## config.mk

```make
export PLATFORM = sky130hd
export DESIGN_NAME = relock_controller
export DESIGN_NICKNAME = d
export VERILOG_FILES = /design/src/rtl/relock_pkg.sv /design/src/rtl/tri_sweep_acc.sv /design/src/rtl/relock_controller.sv
export SDC_FILE = /design/constraint.sdc
export NUM_CORES = 1
export LEC_CHECK = 0
export CAP_MARGIN = 20
export CORE_MARGIN = 2
export CORE_UTILIZATION = 59
export CTS_CLUSTER_DIAMETER = 80
export DETAILED_ROUTE_END_ITERATION = 10
export DONT_BUFFER_PORTS = 1
export MAX_ROUTING_LAYER = met4
export PLACE_DENSITY = 0.87
export SYNTH_ARGS = -nofsm -noshare
export SYNTH_HDL_FRONTEND = slang
export SYNTH_SLANG_ARGS = --single-unit
```

## constraint.sdc

```tcl
create_clock -name clk_in -period 6.65 [get_ports clk_in]
set_input_delay 1.33 -clock clk_in [delete_from_list [all_inputs] [get_ports clk_in]]
set_output_delay 1.33 -clock clk_in [all_outputs]
set_load 0.005 [all_outputs]
```

## src/rtl/relock_pkg.sv

```systemverilog
// Shared widths, state encoding and reset defaults for the relock controller.
package relock_pkg;
  localparam int DW       = 16;
  localparam int ACC_W    = 32;
  localparam int SETTLE_W = 27;

  typedef enum logic [1:0] {
    LOCKED   = 2'b00,
    UNLOCKED = 2'b01,
    SETTLING = 2'b10
  } state_e;

  localparam int                   DEF_CNT_SETTLE = 100_000_000;
  localparam logic signed [DW-1:0] DEF_THR_LO     = 16'sh2000;
  localparam logic signed [DW-1:0] DEF_THR_HI     = 16'sh2400;
  localparam logic [7:0]           DEF_DEBOUNCE   = 8'd4;
  localparam logic signed [DW-1:0] DEF_SWEEP_MIN  = 16'sh1800;
  localparam logic signed [DW-1:0] DEF_SWEEP_MAX  = 16'sh5400;
  localparam logic [ACC_W-1:0]     DEF_STEP       = 32'h0000_0080;
endpackage

```

## src/rtl/tri_sweep_acc.sv

```systemverilog
// Triangle sweep accumulator (Q16.16) with bound clamping; advances only while run=1.
module tri_sweep_acc
  import relock_pkg::*;
#(
  parameter logic signed [DW-1:0] RST_MIN = DEF_SWEEP_MIN
) (
  input  logic                 clk_in,
  input  logic                 rst_in,
  input  logic                 run,
  input  logic signed [DW-1:0] min,
  input  logic signed [DW-1:0] max,
  input  logic [ACC_W-1:0]     step,
  output logic signed [DW-1:0] value
);
  localparam int FW = ACC_W - DW;

  logic signed [ACC_W-1:0] acc, acc_nxt, lo, hi;
  logic signed [ACC_W+1:0] acc_x, step_x, lo_x, hi_x, sum;
  logic                    dir_up, dir_nxt;

  assign lo     = {min, {FW{1'b0}}};
  assign hi     = {max, {FW{1'b0}}};
  assign acc_x  = (ACC_W+2)'(acc);
  assign lo_x   = (ACC_W+2)'(lo);
  assign hi_x   = (ACC_W+2)'(hi);
  // Two guard bits so a full-scale step can never wrap before the bound compare.
  assign step_x = $signed({2'b00, step});
  assign sum    = dir_up ? acc_x + step_x : acc_x - step_x;

  always_comb begin
    acc_nxt = acc;
    dir_nxt = dir_up;
    if (min > max) begin
      acc_nxt = lo;
    end else if (acc > hi) begin
      acc_nxt = hi;
      dir_nxt = 1'b0;
    end else if (acc < lo) begin
      acc_nxt = lo;
      dir_nxt = 1'b1;
    end else if (run) begin
      if (dir_up && sum >= hi_x) begin
        acc_nxt = hi;
        dir_nxt = 1'b0;
      end else if (!dir_up && sum <= lo_x) begin
        acc_nxt = lo;
        dir_nxt = 1'b1;
      end else begin
        acc_nxt = sum[ACC_W-1:0];
      end
    end
  end

  always_ff @(posedge clk_in) begin
    if (rst_in) begin
      acc    <= {RST_MIN, {FW{1'b0}}};
      dir_up <= 1'b1;
    end else begin
      acc    <= acc_nxt;
      dir_up <= dir_nxt;
    end
  end

  assign value = acc[ACC_W-1:FW];
endmodule

```

## src/rtl/relock_controller.sv

```systemverilog
// Lock detector with hysteresis/debounce, settle timer, relock sweep and status LEDs.
module relock_controller
  import relock_pkg::*;
#(
  parameter int CNT_SETTLE = DEF_CNT_SETTLE
) (
  input  logic                 clk_in,
  input  logic                 rst_in,
  input  logic signed [DW-1:0] trans_in,
  input  logic signed [DW-1:0] thr_lo_in,
  input  logic signed [DW-1:0] thr_hi_in,
  input  logic [7:0]           debounce_in,
  input  logic signed [DW-1:0] sweep_min_in,
  input  logic signed [DW-1:0] sweep_max_in,
  input  logic [ACC_W-1:0]     stepsize_in,
  input  logic                 param_load_in,
  output logic                 relock_on_out,
  output logic signed [DW-1:0] sweep_out,
  output logic [1:0]           state_out,
  output logic                 locked_led_out,
  output logic                 unlocked_led_out,
  output logic                 settling_led_out
);
  localparam logic [SETTLE_W-1:0] SETTLE_LAST = SETTLE_W'(CNT_SETTLE - 1);

  logic signed [DW-1:0] thr_lo, thr_hi, sweep_min, sweep_max, trans_q;
  logic [7:0]           debounce, deb_eff, deb_cnt, deb_cnt_nxt;
  logic [ACC_W-1:0]     step;
  logic [SETTLE_W-1:0]  settle_cnt, settle_cnt_nxt;
  state_e               state, state_nxt;
  logic                 lost, found, exit_cond, deb_done;

  always_ff @(posedge clk_in) begin
    if (rst_in) begin
      thr_lo    <= DEF_THR_LO;
      thr_hi    <= DEF_THR_HI;
      debounce  <= DEF_DEBOUNCE;
      sweep_min <= DEF_SWEEP_MIN;
      sweep_max <= DEF_SWEEP_MAX;
      step      <= DEF_STEP;
      trans_q   <= '0;
    end else begin
      trans_q <= trans_in;
      if (param_load_in) begin
        thr_lo    <= thr_lo_in;
        thr_hi    <= thr_hi_in;
        debounce  <= debounce_in;
        sweep_min <= sweep_min_in;
        sweep_max <= sweep_max_in;
        step      <= stepsize_in;
      end
    end
  end

  assign lost      = trans_q < thr_lo;
  assign found     = trans_q >= thr_hi;
  assign deb_eff   = (debounce == 8'd0) ? 8'd1 : debounce;
  // deb_cnt holds prior qualifying cycles, so this cycle completes the run.
  assign deb_done  = deb_cnt >= deb_eff - 8'd1;
  assign exit_cond = (state == UNLOCKED) ? found : lost;

  always_comb begin
    state_nxt      = state;
    deb_cnt_nxt    = 8'd0;
    settle_cnt_nxt = '0;
    case (state)
      UNLOCKED: if (found && deb_done) state_nxt = SETTLING;
      SETTLING: begin
        if (lost && deb_done)               state_nxt = UNLOCKED;
        else if (settle_cnt == SETTLE_LAST) state_nxt = LOCKED;
        else settle_cnt_nxt = settle_cnt + SETTLE_W'(1);
      end
      LOCKED:   if (lost && deb_done) state_nxt = UNLOCKED;
      default:  state_nxt = UNLOCKED;
    endcase
    if (state_nxt == state && exit_cond)
      deb_cnt_nxt = (deb_cnt == 8'hFF) ? deb_cnt : deb_cnt + 8'd1;
  end

  always_ff @(posedge clk_in) begin
    if (rst_in) begin
      state            <= UNLOCKED;
      deb_cnt          <= 8'd0;
      settle_cnt       <= '0;
      locked_led_out   <= 1'b1;
      unlocked_led_out <= 1'b1;
      settling_led_out <= 1'b1;
    end else begin
      state            <= state_nxt;
      deb_cnt          <= deb_cnt_nxt;
      settle_cnt       <= settle_cnt_nxt;
      locked_led_out   <= (state != LOCKED);
      unlocked_led_out <= (state != UNLOCKED);
      settling_led_out <= (state != SETTLING);
    end
  end

  assign relock_on_out = (state == UNLOCKED);
  assign state_out     = state;

  tri_sweep_acc #(.RST_MIN(DEF_SWEEP_MIN)) u_sweep (
    .clk_in (clk_in),
    .rst_in (rst_in),
    .run    (state == UNLOCKED),
    .min    (sweep_min),
    .max    (sweep_max),
    .step   (step),
    .value  (sweep_out)
  );
endmodule

```

; ---- Yosys cells after proc, flatten, opt, wreduce, memory -nomap -nowiden
; Cells that the tools add are included.
[totals]
register_bits = 193
input_bits = 123
elab_cells = 74
[op_classes]
n_addsub = 5
n_lt_le_gt_ge = 8
eq_ne = 7
n_mux = 19
bitwise = 3
reduce_logical = 16
[ops]
columns = operator, count
row1 = $mux W32, 6
row2 = $add A32 B33 Y34, 1
row3 = $ge A34 B32 Y1, 1
row4 = $le A34 B32 Y1, 1
row5 = $mux W34, 1
row6 = $sub A32 B33 Y34, 1
row7 = $gt A32 B32 Y1, 1
row8 = $lt A32 B32 Y1, 1
row9 = $add A27 B1 Y27 const B, 1
row10 = $eq A27 B27 Y1 const B, 1
row11 = $ge A16 B16 Y1, 1
row12 = $gt A16 B16 Y1, 1
row13 = $lt A16 B16 Y1, 1
row14 = $add A8 B1 Y8 const B, 1
row15 = $eq A8 B8 Y1 const B, 1
row16 = $ge A8 B8 Y1, 1
row17 = $logic_not A8 Y1, 1
row18 = $mux W2, 4
row19 = $mux W8, 1
row20 = $reduce_bool A4 Y1, 2
row21 = $reduce_or A4 Y1, 2
row22 = $sub A8 B1 Y8 const B, 1
row23 = $mux W1, 6
row24 = $pmux W2 S3, 1
row25 = other kinds (13), 19

; ---- Longest topological paths before layout
; Gate-level depths: netlist of the first run.
[logic_depth]
ltp_word = 11
ltp_mapped = 29
depth_no_buf = 27

; ---- By module
; A second synthesis of the first run with hierarchy kept.
[hier_totals]
cells_unflattened = 1573
hier_area_um2 = 13276.5
[by_module_without_submodules]
columns = mod, instances, cells_each, area_each_um2, seq_area_each_um2
row1 = relock_controller, 1, 717, 6847.8, 3203.1
row2 = tri_sweep_acc, 1, 856, 6428.7, 660.6

; ---- Least setup slack after synthesis of the first run
; OpenSTA, ideal clock, no wires.
[synth_timing]
path_kind = register -> register
from = register step[2]
to = register u_sweep.acc[22]
arrival_time_ns = 6.042
setup_slack_ns = 0.486
path_stages_with_launch = 26
path_buffers = 1
period_less_slack_ns = 6.164
cell_sequence = dfxtp_1 > or4_1 > nor3_2 > nand3b_1 > nor3_1 > nand2_1 > nand2_1 > xnor2_1 > ha_1 > a21o_1 > a21o_1 > a211oi_1 > a2111oi_2 > o21ai_0 > a21oi_1 > or4b_2 > o311ai_1 > ha_1 > nand4_1 > or4_1 > and3b_1 > and4_4 > nor2_2 > buf_6 > mux2_4 > a221o_1
[synth_via]
elab_chain_len = 10
elab_cells_between_ends = 13
cone_classes = add/sub (2) / order compare (2) / mux (7) / reduce/logical (2)
[synth_lines]
columns = element, line
row1 = from (decl), relock_controller.sv:28  ; logic [ACC_W-1:0] step;
row2 = from (signal assigned), relock_controller.sv:50  ; step <= stepsize_in;
row3 = $sub A32 B33 Y34 or $add A32 B33 Y34 (tied branches), tri_sweep_acc.sv:28  ; assign sum = dir_up ? acc_x + step_x : acc_x - step_x;
row4 = $mux W34 (*), tri_sweep_acc.sv:28
row5 = $le A34 B32 Y1, tri_sweep_acc.sv:45  ; end else if (!dir_up && sum <= lo_x) begin
row6 = $logic_and A1 B1 Y1, tri_sweep_acc.sv:45
row7 = $mux W32, tri_sweep_acc.sv:45
row8 = $mux W32 (*), tri_sweep_acc.sv:42  ; if (dir_up && sum >= hi_x) begin
row9 = $mux W32 (*), tri_sweep_acc.sv:41  ; end else if (run) begin
row10 = $mux W32 (*), tri_sweep_acc.sv:38  ; end else if (acc < lo) begin
row11 = $mux W32 (*), tri_sweep_acc.sv:35  ; end else if (acc > hi) begin
row12 = $mux W32 (*), tri_sweep_acc.sv:33  ; if (min > max) begin
row13 = to (signal assigned), tri_sweep_acc.sv:56  ; acc <= {RST_MIN, {FW{1'b0}}};
row14 = to (signal assigned), tri_sweep_acc.sv:59  ; acc <= acc_nxt;
row15 = to (decl), tri_sweep_acc.sv:17  ; logic signed [ACC_W-1:0] acc, acc_nxt, lo, hi;
; Mark *: on every way between the ends. The rest lies on a longest branch, timed or not. The select of a mux whose other input is x is not followed.
; A chain may end at the register's enable or synchronous reset.

; ---- Final worst setup path of the first run
[layout_timing]
from = register step[2]
to = register u_sweep.acc[23]
; Same word-level chain as after synthesis.

==> results.yml, run 1 <==
clock_tree:
  insertion_delay_ns: 0.45
  h_tree_lvls: 4
  clk_root_buffer_cell: "sky130_fd_sc_hd__clkbuf_16"
  cts_tree: "done"
  cts.sinks: 193
  clkTransAtPathRegs_ns: 0.08
  cts_buffer_depth: 2
  holdBufCountCts: 0
  cts-buffers-inserted: 17
routing:
  wl_per_cell_um: 19.7
  num_vias: 12100
  m1WireLength_um: 15600
  vias_per_cell: 6.26
  drcViolationCount: 0
  drt-pass1-iter-count: 5
  drt_first_iter_violations: 977
  post_detailed_routing_wire_length_um: 38300
  route.met2.wl_um: 18000
  dr_wl_met3_um: 3260
  postRouteAntennaNets: 0
  top_sig_layer: "met4"
pwr:
  total_power_mw: 6.31
  p_per_area_nw_per_um2: 420
  power.leakage_nw: 6.64
  peakVddDrop_mv: 0.251
global_route:
  grt_pass1_vias: 11900
  grt.overflow.total: 0
  grt_pass1_wl_um: 60200
  grt_util_all_layers_pct: 32.0
  grt_antenna_before_repair: 0
  grt_max_degree: 139
yosys:
  synthesis.nets: 1917
  post-synth-top-area-cell: "sky130_fd_sc_hd__dfxtp_1"
  synth_cells: 1628
  ys_top_cells_by_area: "sky130_fd_sc_hd__dfxtp_1 28%, sky130_fd_sc_hd__ha_1 15%, sky130_fd_sc_hd__mux2i_1 7.6%"
  synthDistinctLibCells: 89
  synth-async-reset-ratio_pct: 0
  synth_seq_area_share_pct: 28.4
  yosys_warnings: 0
  synth_enable_flop_cells: 0
  synth_area_per_cell_um2: 8.36
  synth_top_area_share_pct: 28.4
  synth.ff_latch_count: 193
  synth-main-ff-cell: "sky130_fd_sc_hd__dfxtp_1"
  netlist_area_um2: 13600
sta:
  rsz0062_at_grt: "true"
  holdWs_ns: 0.483
  finalCritPeriodShare_pct: 96.0
  worst_pin_slew_ns: 0.935
  clock-skew-final_ns: 0.0125
  setup_ws_post_layout_ns: 0.269
  timing.final.crit_period_ns: 6.38
  timing.final.hold_violations: 0
  setup-violations-final: 0
  drv_slew: 0
  setup-tns-final_ns: 0
  relSlewSlack_pct: 36.9
  fmax_mhz: 157
final_layout:
  postLayoutCoreUtil_pct: 66.3
  final-instance-count-excl-fill: 1938
  multiInputGateArea_um2: 9210
  area_delta_synth_final_pct: 10.3
  layout.filler_cells: 1808
  layout-drive-gt1-share_pct: 9.93
  postLayoutCellArea_um2: 15000
  final_nets: 1928
  final_cell_mix: "223 x sky130_fd_sc_hd__nor2_1, 193 x sky130_fd_sc_hd__dfxtp_1, 163 x sky130_fd_sc_hd__ha_1"
  seqCellArea_um2: 3860
  mostFrequentLayoutCell: "sky130_fd_sc_hd__nor2_1"
worst_setup_path:
  critical_path.startpoint_type: "flip-flop"
  cp_common_cell: "sky130_fd_sc_hd__buf_4"
  timing.critical_path.fanout_max: 9
  crit_path_required_time_ns: 6.98
  cp_slowest_cell: "sky130_fd_sc_hd__or4_4"
  endpoint_kind: "flip-flop"
  reg2reg_setup_slack_ns: 0.27
  setup.worst_path.class: "reg2reg"
  arrival_ns: 6.71
  timing.critical_path.slowest_cell_delay_ns: 0.56
status:
  status: "finished, final reports clean"
placed_design:
  io_buffers: 0
  post_dp_cell_area_um2: 14000
  place.gp.congestion: 1.02
  preCtsSetupSlack_ns: -0.0298
  placed_cells_incl_taps: 1896
  detailed_place_hpwl_um: 28500
floorplanning:
  die-width_um: 156
  floorplan.initialDensity_pct: 60.1
  die_height_um: 156
  core-area_um2: 22600
  floorplan.io_pins: 145
  num_rows: 55
  floorplan.die_area_um2: 24300
worst_hold_path:
  hold_path_class: "reg2reg"
job:
  max_cap_viol_count: 0
critical path: cells and delay by family, from the launching register on:
kind                       cells  cell delay (ns)
buffers and inverters          6             0.94
AOI/OAI and AO/OA              5             1.23
adders and majority gates      2             0.58
muxes                          1             0.29
DFF                            1             0.31
xor gates and xnor gates       2             0.32
and+or+nand+nor               12             2.62
Yosys cell counts (5+ instances only):
| master | number |
|---|---|
| sky130_fd_sc_hd__nor2_1 | 224 |
| sky130_fd_sc_hd__dfxtp_1 | 193 |
| sky130_fd_sc_hd__ha_1 | 165 |
| sky130_fd_sc_hd__mux2i_1 | 104 |
| sky130_fd_sc_hd__inv_1 | 101 |
| sky130_fd_sc_hd__a21oi_1 | 92 |
| sky130_fd_sc_hd__nand2_1 | 87 |
| sky130_fd_sc_hd__o21ai_0 | 60 |
| sky130_fd_sc_hd__nand3_1 | 53 |
| sky130_fd_sc_hd__xor2_1 | 50 |
| sky130_fd_sc_hd__clkbuf_1 | 37 |
| sky130_fd_sc_hd__xnor2_1 | 36 |
| sky130_fd_sc_hd__nand4_1 | 34 |
| sky130_fd_sc_hd__nor3_1 | 30 |
| sky130_fd_sc_hd__nor2b_1 | 26 |
| sky130_fd_sc_hd__a21o_1 | 24 |
| sky130_fd_sc_hd__and3_1 | 19 |
| sky130_fd_sc_hd__buf_4 | 18 |
| sky130_fd_sc_hd__nor4_1 | 18 |
| sky130_fd_sc_hd__o211ai_1 | 16 |
| sky130_fd_sc_hd__a22oi_1 | 15 |
| sky130_fd_sc_hd__a211oi_1 | 14 |
| sky130_fd_sc_hd__a31oi_1 | 13 |
| sky130_fd_sc_hd__a221o_1 | 12 |
| sky130_fd_sc_hd__nand2b_1 | 12 |
| sky130_fd_sc_hd__buf_1 | 11 |
| sky130_fd_sc_hd__o21a_1 | 9 |
| sky130_fd_sc_hd__or3_1 | 9 |
| sky130_fd_sc_hd__nor3b_1 | 7 |
| sky130_fd_sc_hd__or4_1 | 7 |
| sky130_fd_sc_hd__o31ai_1 | 6 |
| sky130_fd_sc_hd__a2111oi_0 | 5 |
| sky130_fd_sc_hd__and2_1 | 5 |
| sky130_fd_sc_hd__and4_1 | 5 |
| sky130_fd_sc_hd__buf_2 | 5 |
| sky130_fd_sc_hd__mux2_2 | 5 |
| sky130_fd_sc_hd__mux2_4 | 5 |
| sky130_fd_sc_hd__o22ai_1 | 5 |
| sky130_fd_sc_hd__or2_2 | 5 |
kinds of logic after synthesis:
group,share of synthesized area [%]
compound gates,16.6
xor+xnor,5.53
fa+ha+maj,15.3
buf+inv,5.48
flops,28.4
mux,8.61
simple gates,20.1
state kept, by name (all words and copies together) (netlist names):
name and cells:
step 32, thr_lo 16, debounce 8, sweep_min 16
sweep_max 16, trans_q 16, u_sweep.acc 32, u_sweep.dir_up 1
settle_cnt 27, locked_led_out 1, thr_hi 16, unlocked_led_out 1
settling_led_out 1, state_out 2, deb_cnt 8
power by group:
group	internal [mW]	total [mW]	switching [mW]
combinational	1.58	3.68	2.11
sequential	1.25	1.43	0.178
clock	0.660	1.20	0.537
total	3.49	6.31	2.82
repair_timing:
| item | CTS | global route |
|---|---|---|
| endpoints found under the setup margin | 12 | 32 |
| buffers inserted | 2 | 7 |
| resized for setup | 3 | 37 |
| pin swaps | 2 | 23 |
final timing paths:
| check | from | endpoint | cells after the start |
|---|---|---|---|
| hold reg to reg | u_sweep.acc[7]$_SDFFE_PP0P_ | u_sweep.acc[7]$_SDFFE_PP0P_ | 2 |
| hold / removal | u_sweep.acc[7]$_SDFFE_PP0P_ | u_sweep.acc[7]$_SDFFE_PP0P_ | 2 |
| setup / recovery | step[2]$_SDFFE_PP0P_ | u_sweep.acc[23]$_SDFFE_PP0P_ | 28 |
| setup reg to reg | step[2]$_SDFFE_PP0P_ | u_sweep.acc[23]$_SDFFE_PP0P_ | 28 |
final cells by class:
class                           instances  share of cell area [%]
Inverter                              102                    2.55
Antenna cell                            1                  0.0167
Multi-Input combinational cell       1260                    61.3
Tap cell                              285                    2.37
Timing Repair Buffer                   65                    3.44
Clock inverter                         15                    1.75
Sequential cell                       193                    25.7
Clock buffer                           17                    2.83
per-layer routing:
layer	GRT usage, %	up-vias
met5	-	-
met4	11.5	0
met3	8.47	109
met2	52.8	500
met1	37.8	5641
li1	-	5873
Note: power is estimated with default switching activity, not from simulation.
==> run 2, diff against run 1 <==
- CAP_MARGIN: 20 -> not set
- CORE_UTILIZATION: 59 -> 63
- DONT_BUFFER_PORTS: 1 -> not set
- PLACE_DENSITY: 0.87 -> 0.95
- clock period: 6.65 -> 7.45 ns (I/O delays scaled with it)
==> run 2 against run 1 <==
Compared with the run above: first-iteration DRC count is 27% higher; critical path depth is 4 lower; count of clock-buffer cells in the layout is 1 higher; critical endpoint is now u_sweep.acc[19]$_SDFFE_PP0P_; highest routed layer unchanged.
==> results.yml, run 2 (synthesis gave the netlist of run 1 again) <==
global_route:
  grt_antenna_before_repair: 0
  grt_max_degree: 72
  grt_pass1_vias: 12700
  grt.overflow.total: 0
  grt_util_met1_pct: 43.1
  use_met2_pct: 60.2
  grt_pass1_wl_um: 63700
  use_met3_pct: 6.75
  grt_util_all_layers_pct: 36.5
  grt_most_used_layer: "met2"
worst_setup_path:
  timing.critical_path.slowest_cell_delay_ns: 0.68
  crit_path_cell_trace: "or4_1 -> nor3_2 -> nand3b_1 -> nor4_1 -> nor2_1 -> xor2_1 -> ha_1 -> a21oi_1 -> a21boi_1 -> a31oi_2 -> o211ai_1 -> a2111oi_2 -> o21ai_0 -> a21oi_1 -> or4b_2 -> o311ai_2 -> ha_1 -> nand4_1 -> or4_1 -> and3b_1 -> and4_4 -> nor2_2 -> mux2_2 -> a221o_1"
  critical_path.reg2reg.endpoint: "u_sweep.acc[19]$_SDFFE_PP0P_"
  crit_buf_inv: 0
  reg2reg_setup_slack_ns: 0.33
  crit_path_required_time_ns: 7.80
  timing.critical_path.fanout_max: 13
  arrival_ns: 7.46
  reg2reg_depth: 24
  timing.critical_path.max_delay_family: "simple AND/OR/NAND/NOR gates"
  critical_path.startpoint_type: "flip-flop"
  critical_path.reg2reg.startpoint: "step[2]$_SDFFE_PP0P_"
  endpoint_kind: "flip-flop"
  setup.worst_path.class: "reg2reg"
  cp_slowest_cell: "sky130_fd_sc_hd__nor2_2"
clock_tree:
  clk_root_buffer_cell: "sky130_fd_sc_hd__clkbuf_16"
  holdBufCountCts: 0
  cts.sinks: 193
  insertion_delay_ns: 0.45
  cts_buffer_depth: 2
  h_tree_lvls: 4
  cts-buffers-inserted: 17
  cts_tree: "done"
  clkTransAtPathRegs_ns: 0.09
final_layout:
  final-instance-count-excl-fill: 2015
  layout-drive-gt1-share_pct: 5.06
  final_cell_mix: "224 x sky130_fd_sc_hd__nor2_1, 193 x sky130_fd_sc_hd__dfxtp_1, 165 x sky130_fd_sc_hd__ha_1"
  seqCellArea_um2: 3860
  largest_registers: "step: 32 flops, u_sweep.acc: 32 flops, settle_cnt: 27 flops"
  multiInputGateArea_um2: 9040
  area_delta_synth_final_pct: 16.0
  insertedDiodeCount: 0
  mostFrequentLayoutCell: "sky130_fd_sc_hd__nor2_1"
  layout.filler_cells: 1439
  final_nets: 2016
placed_design:
  place.gp.congestion: 1.01
  io_buffers: 144
  placed_cells_incl_taps: 1982
  detailed_place_hpwl_um: 29700
sta:
  setup-violations-final: 0
  clock-skew-final_ns: 0.0156
  setup-tns-final_ns: 0
  timing.final.hold_violations: 0
  holdWs_ns: 0.465
  finalCritPeriodShare_pct: 95.5
  relSlewSlack_pct: 18.9
  worst_pin_slew_ns: 1.21
  fmax_mhz: 140
  timing.final.crit_period_ns: 7.12
  drv_slew: 0
status:
  status: "finished, final reports clean"
routing:
  num_vias: 13000
  post_detailed_routing_wire_length_um: 40400
  postRouteAntennaNets: 0
  vias_per_cell: 6.43
  drt_first_iter_violations: 1239
  drt-pass1-iter-count: 8
  wl_per_cell_um: 20.0
  drcViolationCount: 0
pwr:
  power.leakage_nw: 6.87
  p_per_area_nw_per_um2: 340
  peakVddDrop_mv: 0.184
floorplanning:
  floorplan.die_area_um2: 22800
  floorplan.initialDensity_pct: 64.6
  floorplan.io_pins: 145
  die_height_um: 151
  die-width_um: 151
  num_rows: 53
  core-area_um2: 21100
worst_hold_path:
  hold_path_depth: 1
  worstHoldEndpoint: "settling_led_out$_SDFF_PP1_"
  worstHoldStart: "state_out[1]$_SDFF_PP0_"
  hold_path_class: "reg2reg"
job:
  max_cap_viol_count: 0
## run 2: cell count changes in the layout (fill, tap and decap cells not counted), sizes merged
cell / previous run / this run
clkbuf: 17 / 18
diode: 1 / 0
clkdlybuf4s50: 0 / 142
bufinv: 4 / 2
inv: 108 / 107
buf: 65 / 11
clkinv: 4 / 6
## run 2: how the worst max path moves through the flow
| stage | start | endpoint | slack (ns) | cells past startpoint |
|---|---|---|---|---|
| floorplan | step[2]$_SDFFE_PP0P_ | u_sweep.acc[22]$_SDFFE_PP0P_ | 1.29 | 25 |
| global route | step[2]$_SDFFE_PP0P_ | u_sweep.acc[31]$_SDFFE_PP0P_ | -0.005 | 27 |
| CTS | step[2]$_SDFFE_PP0P_ | u_sweep.acc[12]$_SDFFE_PP0P_ | 0.29 | 27 |
| finish | step[2]$_SDFFE_PP0P_ | u_sweep.acc[19]$_SDFFE_PP0P_ | 0.33 | 24 |
| global placement | step[2]$_SDFFE_PP0P_ | u_sweep.acc[12]$_SDFFE_PP0P_ | 0.67 | 27 |
| detailed placement | step[2]$_SDFFE_PP0P_ | u_sweep.acc[12]$_SDFFE_PP0P_ | 0.42 | 27 |
## run 2: repair_timing
action,CTS,global route
gates resized for setup,0,7
buffers inserted,0,1
endpoints found under the setup margin,0,28
## run 2: per-layer routing
metal,routed length [um],vias to the layer above,part of all wire [%]
met3,3410,163,8.4
met4,1760,0,4.4
met5,0,-,0
met1,16000,6066,40
met2,19200,688,48
li1,-,6035,-
## run 2: layout make-up
type,count,share of cell area [%]
clock buffer,18,2.78
clock inverter,14,1.37
inverter,102,2.42
multi-input combinational,1260,57.2
sequential,193,24.5
tap,275,2.18
timing repair buffer,153,9.55
## run 2: power breakdown
group          switching [mW]  internal (mW)  total, mW
registers               0.152           1.12       1.27
clock network           0.487          0.530       1.02
logic                    1.85           1.24       3.09
total                    2.49           2.89       5.38
## run 2: through the flow
stage / power, mW / area, um^2 / utilization, % / setup WS [ns]
finish: 5.38 / 15800 / 74.9 / 0.332
global route: 5.70 / 15800 / 74.9 / -0.00458
CTS: 5.25 / 15800 / 74.7 / 0.293
detailed placement: 4.22 / 15100 / 71.6 / 0.418
global placement: 4.14 / 15100 / 71.6 / 0.669
floorplan: 3.39 / 13600 / - / 1.29
